==> src/rtl/mux_scan_ctrl.sv <==
// mux_scan_ctrl
//   Drives the select lines of a downstream CHANNELS:1 mux through every
//   channel in turn. It samples the single-bit mux output once per channel,
//   after SETTLE wait cycles, and presents the assembled word on a
//   valid/ready handshake. Every output is registered.
//
//   Parameters:
//     CHANNELS : number of mux inputs scanned (2..2**SEL_W)
//     SEL_W    : width of the select bus
//     SETTLE   : extra wait cycles after each select change (0..15)
//
//   Ports:
//     clk        in   system clock, rising edge
//     rst_n      in   asynchronous active-low reset
//     start      in   scan request (honoured in IDLE, or in HOLD with data_ready)
//     mux_out    in   output of the downstream mux
//     sel        out  select bus driven to the mux
//     busy       out  high whenever a scan is running or a word is being held
//     data_out   out  assembled word; bit k was sampled while sel==k
//     data_valid out  data_out holds a complete scan
//     data_ready in   consumer accepts data_out
//     parity     out  even parity of data_out (only with MUX_SCAN_PARITY_EN)
//
//   Optional feature macro: MUX_SCAN_PARITY_EN adds the parity output.
module mux_scan_ctrl #(
  parameter int CHANNELS = 8,
  parameter int SEL_W    = 3,
  parameter int SETTLE   = 1
) (
  input  logic                clk,
  input  logic                rst_n,
  input  logic                start,
  input  logic                mux_out,
  output logic [SEL_W-1:0]    sel,
  output logic                busy,
  output logic [CHANNELS-1:0] data_out,
  output logic                data_valid,
  input  logic                data_ready
`ifdef MUX_SCAN_PARITY_EN
  ,
  output logic                parity
`endif
);

  typedef enum logic [1:0] {
    S_IDLE,
    S_SETTLE,
    S_HOLD
  } state_t;

  localparam logic [SEL_W-1:0] LAST_SEL = SEL_W'(CHANNELS - 1);
  localparam logic [3:0]       CNT_LOAD = 4'(SETTLE);

  state_t              state, state_n;
  logic [SEL_W-1:0]    sel_n;
  logic [3:0]          cnt, cnt_n;
  logic [CHANNELS-1:0] capture, capture_n;
  logic [CHANNELS-1:0] data_out_n;
  logic                data_valid_n;
  logic                busy_n;

  always_comb begin
    state_n      = state;
    sel_n        = sel;
    cnt_n        = cnt;
    capture_n    = capture;
    data_out_n   = data_out;
    data_valid_n = data_valid;

    case (state)
      S_IDLE: begin
        if (start) begin
          state_n = S_SETTLE;
          sel_n   = '0;
          cnt_n   = CNT_LOAD;
        end
      end

      S_SETTLE: begin
        if (cnt != '0) begin
          cnt_n = cnt - 4'd1;
        end else begin
          capture_n[sel] = mux_out;
          if (sel != LAST_SEL) begin
            sel_n = sel + SEL_W'(1);
            cnt_n = CNT_LOAD;
          end else begin
            // The last bit goes straight into data_out on the same edge as
            // its capture, so the word does not need an extra pipeline cycle.
            data_out_n   = capture_n;
            data_valid_n = 1'b1;
            state_n      = S_HOLD;
          end
        end
      end

      S_HOLD: begin
        if (data_ready) begin
          data_valid_n = 1'b0;
          sel_n        = '0;
          if (start) begin
            state_n = S_SETTLE;
            cnt_n   = CNT_LOAD;
          end else begin
            state_n = S_IDLE;
          end
        end
      end

      default: begin
        state_n = S_IDLE;
        sel_n   = '0;
      end
    endcase

    // busy is registered from the next state so that it lines up with state.
    busy_n = (state_n != S_IDLE);
  end

  always_ff @(posedge clk or negedge rst_n) begin
    if (!rst_n) begin
      state      <= S_IDLE;
      sel        <= '0;
      cnt        <= '0;
      capture    <= '0;
      data_out   <= '0;
      data_valid <= 1'b0;
      busy       <= 1'b0;
    end else begin
      state      <= state_n;
      sel        <= sel_n;
      cnt        <= cnt_n;
      capture    <= capture_n;
      data_out   <= data_out_n;
      data_valid <= data_valid_n;
      busy       <= busy_n;
    end
  end

`ifdef MUX_SCAN_PARITY_EN
  always_ff @(posedge clk or negedge rst_n) begin
    if (!rst_n) begin
      parity <= 1'b0;
    end else begin
      parity <= ^data_out_n;
    end
  end
`endif

endmodule

==> config.mk <==
export PLATFORM = sky130hd
export DESIGN_NAME = mux_scan_ctrl
export DESIGN_NICKNAME = d
export VERILOG_FILES = /design/src/rtl/mux_scan_ctrl.sv
export SDC_FILE = /design/constraint.sdc
export NUM_CORES = 1
export LEC_CHECK = 0
export CAP_MARGIN = 15
export CELL_PAD_IN_SITES_DETAIL_PLACEMENT = 0
export CELL_PAD_IN_SITES_GLOBAL_PLACEMENT = 1
export CORE_ASPECT_RATIO = 1.25
export CORE_MARGIN = 2
export CORE_UTILIZATION = 38
export DETAILED_ROUTE_END_ITERATION = 7
export PLACE_DENSITY = 0.81
export SLEW_MARGIN = 20
export SYNTH_ARGS = -nofsm -noshare
export SYNTH_HDL_FRONTEND = slang
export SYNTH_SLANG_ARGS = --single-unit
==> constraint.sdc <==
create_clock -name clk -period 1.8 [get_ports clk]
set_clock_uncertainty 0.05 [all_clocks]
set_input_delay 0.54 -clock clk [delete_from_list [all_inputs] [get_ports clk]]
set_output_delay 0.54 -clock clk [all_outputs]
set_load 0.005 [all_outputs]
==> impl_metrics.toml <==
[worst_setup_path]
critPathKind = "reg2out"
start_kind = "register"
crit_path_top_delay_cell = "clkdlybuf4s50_1"
r2r_cells = 6
worstSetupPathDepth = 1
cp_max_fo = 2
r2r-end = "capture[0]$_DFFE_PN0P_"
cp_num_buf_inv = 1
crit_family = "buffers and inverters"
max_stage_delay_ns = 0.51
cp.arrival_ns = 1.16
regToRegStartpoint = "cnt[0]$_DFFE_PN0P_"
cp_cell_sequence = "clkdlybuf4s50_1"
ff2ff_setup_slack_ns = 0.06
cp_data_required_time_ns = 1.21
cp-end-kind = "output port"

[sta]
setup_slack_ns = 0.05229
fmax_mhz = 572.2
maxSlewHeadroom = 0.6938
fin_crit_sh = 0.9710
maxSlewViolCount = 0
tns_ns = 0
rsz0062_at_grt = "true"
whs_ns = 0.4443
hold_viol_final = 0
worst_slew_pin_slew_ns = 0.4578
fin_crit_ns = 1.748
final-setup-viol-count = 0

[route]
vias_per_cell = 5.186
dr.pass1.iters = 4
drc = 0
ant_nets = 0
drt-total-wl_um = 2681
wl_per_cell_um = 13.82
vias = 1006
drt_iter0_drc = 10

[logic_synthesis]
ys_ff_latch = 27
syn_avg_cell_area_um2 = 10.30
syn_inst = 130
syn_nets = 139
ys_seq_area_frac = 0.5047
yosys_warnings = 0
ys_types = 31
async_flop_share = 1.000
synth-edff-count = 0
netlist_area_um2 = 1339
synthFlopType = "dfrtp_1"

[clocking]
cts_hold_buf = 0
cts_inserted_buffers = 3
clockBufferDepth = 2
tritoncts = "done"
path_clk_slew_ns = 0.09
root_buffer = "clkbuf_8"
clock_latency_ns = 0.28
cts_sinks = 27
ctsHtreeMaxLevel = 1

[floorplanning]
fp.dieH_um = 70.36
core_um2 = 3423
die_area_um2 = 4017
rows = 24
initial_core_util = 0.3911
dieWidth_um = 57.09
pin_count = 18

[pwr]
swShare = 0.3414
cellLeakagePower_nw = 0.7606
power_switching_w = 0.0008063
p_comb_frac = 0.452
vdd_drop_max_uv = 690.3
cell_internal_pwr_w = 0.001555
clkPwrFrac = 0.148
power.density_nw_per_um2 = 1409
p_seq_frac = 0.400
power.total_w = 0.002362

[grt]
grt.total_usage = 0.1482
grt_pass1_vias = 1021
grt-ovfl-total = 0
grt_max_degree = 28
grt_pass1_wl_um = 4574
antenna_found_initial = 0

[placement]
port_buffers = 17
hpwl_um = 1981
gp_congestion = 0.8551
preCtsSetupSlack_ns = -0.1029
dp_cells = 188

[flow_run]
drv_cap = 0

[min_path]
min_to = "data_out[6]$_DFFE_PN0P_"
min_path_type = "reg2reg"
min-delay-start = "data_out[6]$_DFFE_PN0P_"
min_path_cells = 2

[cells_and_area]
drive_gt1_frac = 0.1806
final_cell_mix = "dfrtp_1 (27), nand2_1 (18), clkdlybuf4s50_1 (16)"
final_common_cell = "dfrtp_1"
diodes = 0
layout.nets = 165
area_delta_synth_final_pct = 25.23
final_cell_count_no_fill = 194

[status]
status = "complete, no violations"
## cells in the mapped netlist (2+ instances only)
master / number / share of area
a21oi_1: 3 / 0.011
nor2b_1: 2 / 0.0093
mux2_1: 4 / 0.034
nor2_1: 8 / 0.022
nand2_1: 18 / 0.050
mux2i_1: 8 / 0.060
nor3b_1: 3 / 0.017
dfrtp_1: 27 / 0.50
buf_2: 4 / 0.015
ha_1: 4 / 0.037
a22o_1: 3 / 0.020
mux2_2: 4 / 0.034
nor3_1: 3 / 0.011
nand3b_1: 2 / 0.011
inv_1: 6 / 0.017
o21ai_1: 2 / 0.0075
o21ai_0: 15 / 0.056
## metal layers
| layer | share of wire | GRT usage | up-vias |
|---|---|---|---|
| li1 | - | - | 501 |
| met1 | 0.44 | 0.1694 | 482 |
| met3 | 0.031 | 0.02593 | 7 |
| met5 | 0 | 0 | - |
| met4 | 0.028 | 0.08527 | 0 |
| met2 | 0.50 | 0.2542 | 16 |
## registers in the layout (all words and copies together), names as in the netlist
| register | flops |
|---|---|
| cnt | 4 |
| busy | 1 |
| data_out | 8 |
| state | 2 |
| sel | 3 |
| capture | 8 |
| data_valid | 1 |
## cell families (layout without fill, tap and decap cells)
group,count (synthesis),after routing,synth area share
buffers and inverters,11,36,0.03458
AOI/OAI and AO/OA,27,27,0.1159
and+or+nand+nor,45,45,0.1804
adders and majority gates,4,4,0.03738
DFF,27,27,0.5047
muxes,16,16,0.1271
## through the flow
| stage | area (um2) | utilization |
|---|---|---|
| after floorplan | 1339 | - |
| after CTS | 1642 | 0.4795 |
| after global routing | 1677 | 0.4898 |
| final | 1677 | 0.4898 |
| after global placement | 1587 | 0.4635 |
| after detailed placement | 1587 | 0.4635 |
## timing repair
action	in CTS	in global routing
setup buffers	0	2
resized for setup	2	6
hold endpoints to repair	0	0
setup endpoints to repair	3	16
pin swaps	0	1
## area by class of cell
class	instances	area [um2]
Clock inverter	1	5.005
Fill cell	350	1747
Sequential cell	27	675.6
Clock buffer	3	41.29
Timing Repair Buffer	26	240.2
Tap cell	39	48.80
Inverter	6	22.52
Multi-Input combinational cell	92	643.1
## worst max path at each step
stage,to,slack (ns),startpoint
2_1_floorplan,capture[2]$_DFFE_PN0P_,0.15,cnt[0]$_DFFE_PN0P_
3_3_place_gp,cnt[1]$_DFFE_PN0P_,-0.03,data_ready
3_5_place_dp,cnt[0]$_DFFE_PN0P_,-0.10,data_ready
4_1_cts,capture[4]$_DFFE_PN0P_,0.007,cnt[0]$_DFFE_PN0P_
5_1_grt,capture[0]$_DFFE_PN0P_,-0.01,cnt[0]$_DFFE_PN0P_
6_report,data_out[1],0.05,data_out[1]$_DFFE_PN0P_
## power by group through the flow
stage | Clock, W | Combinational [W] | Sequential [W]
after global routing | 0.000403 | 0.00120 | 0.000968
after floorplan | 0 | 0.000614 | 0.000933
after detailed placement | 0 | 0.00100 | 0.000951
after CTS | 0.000363 | 0.00102 | 0.000948
final | 0.000350 | 0.00107 | 0.000944
after global placement | 0 | 0.000968 | 0.000936
(Power assumes the default switching activity.)
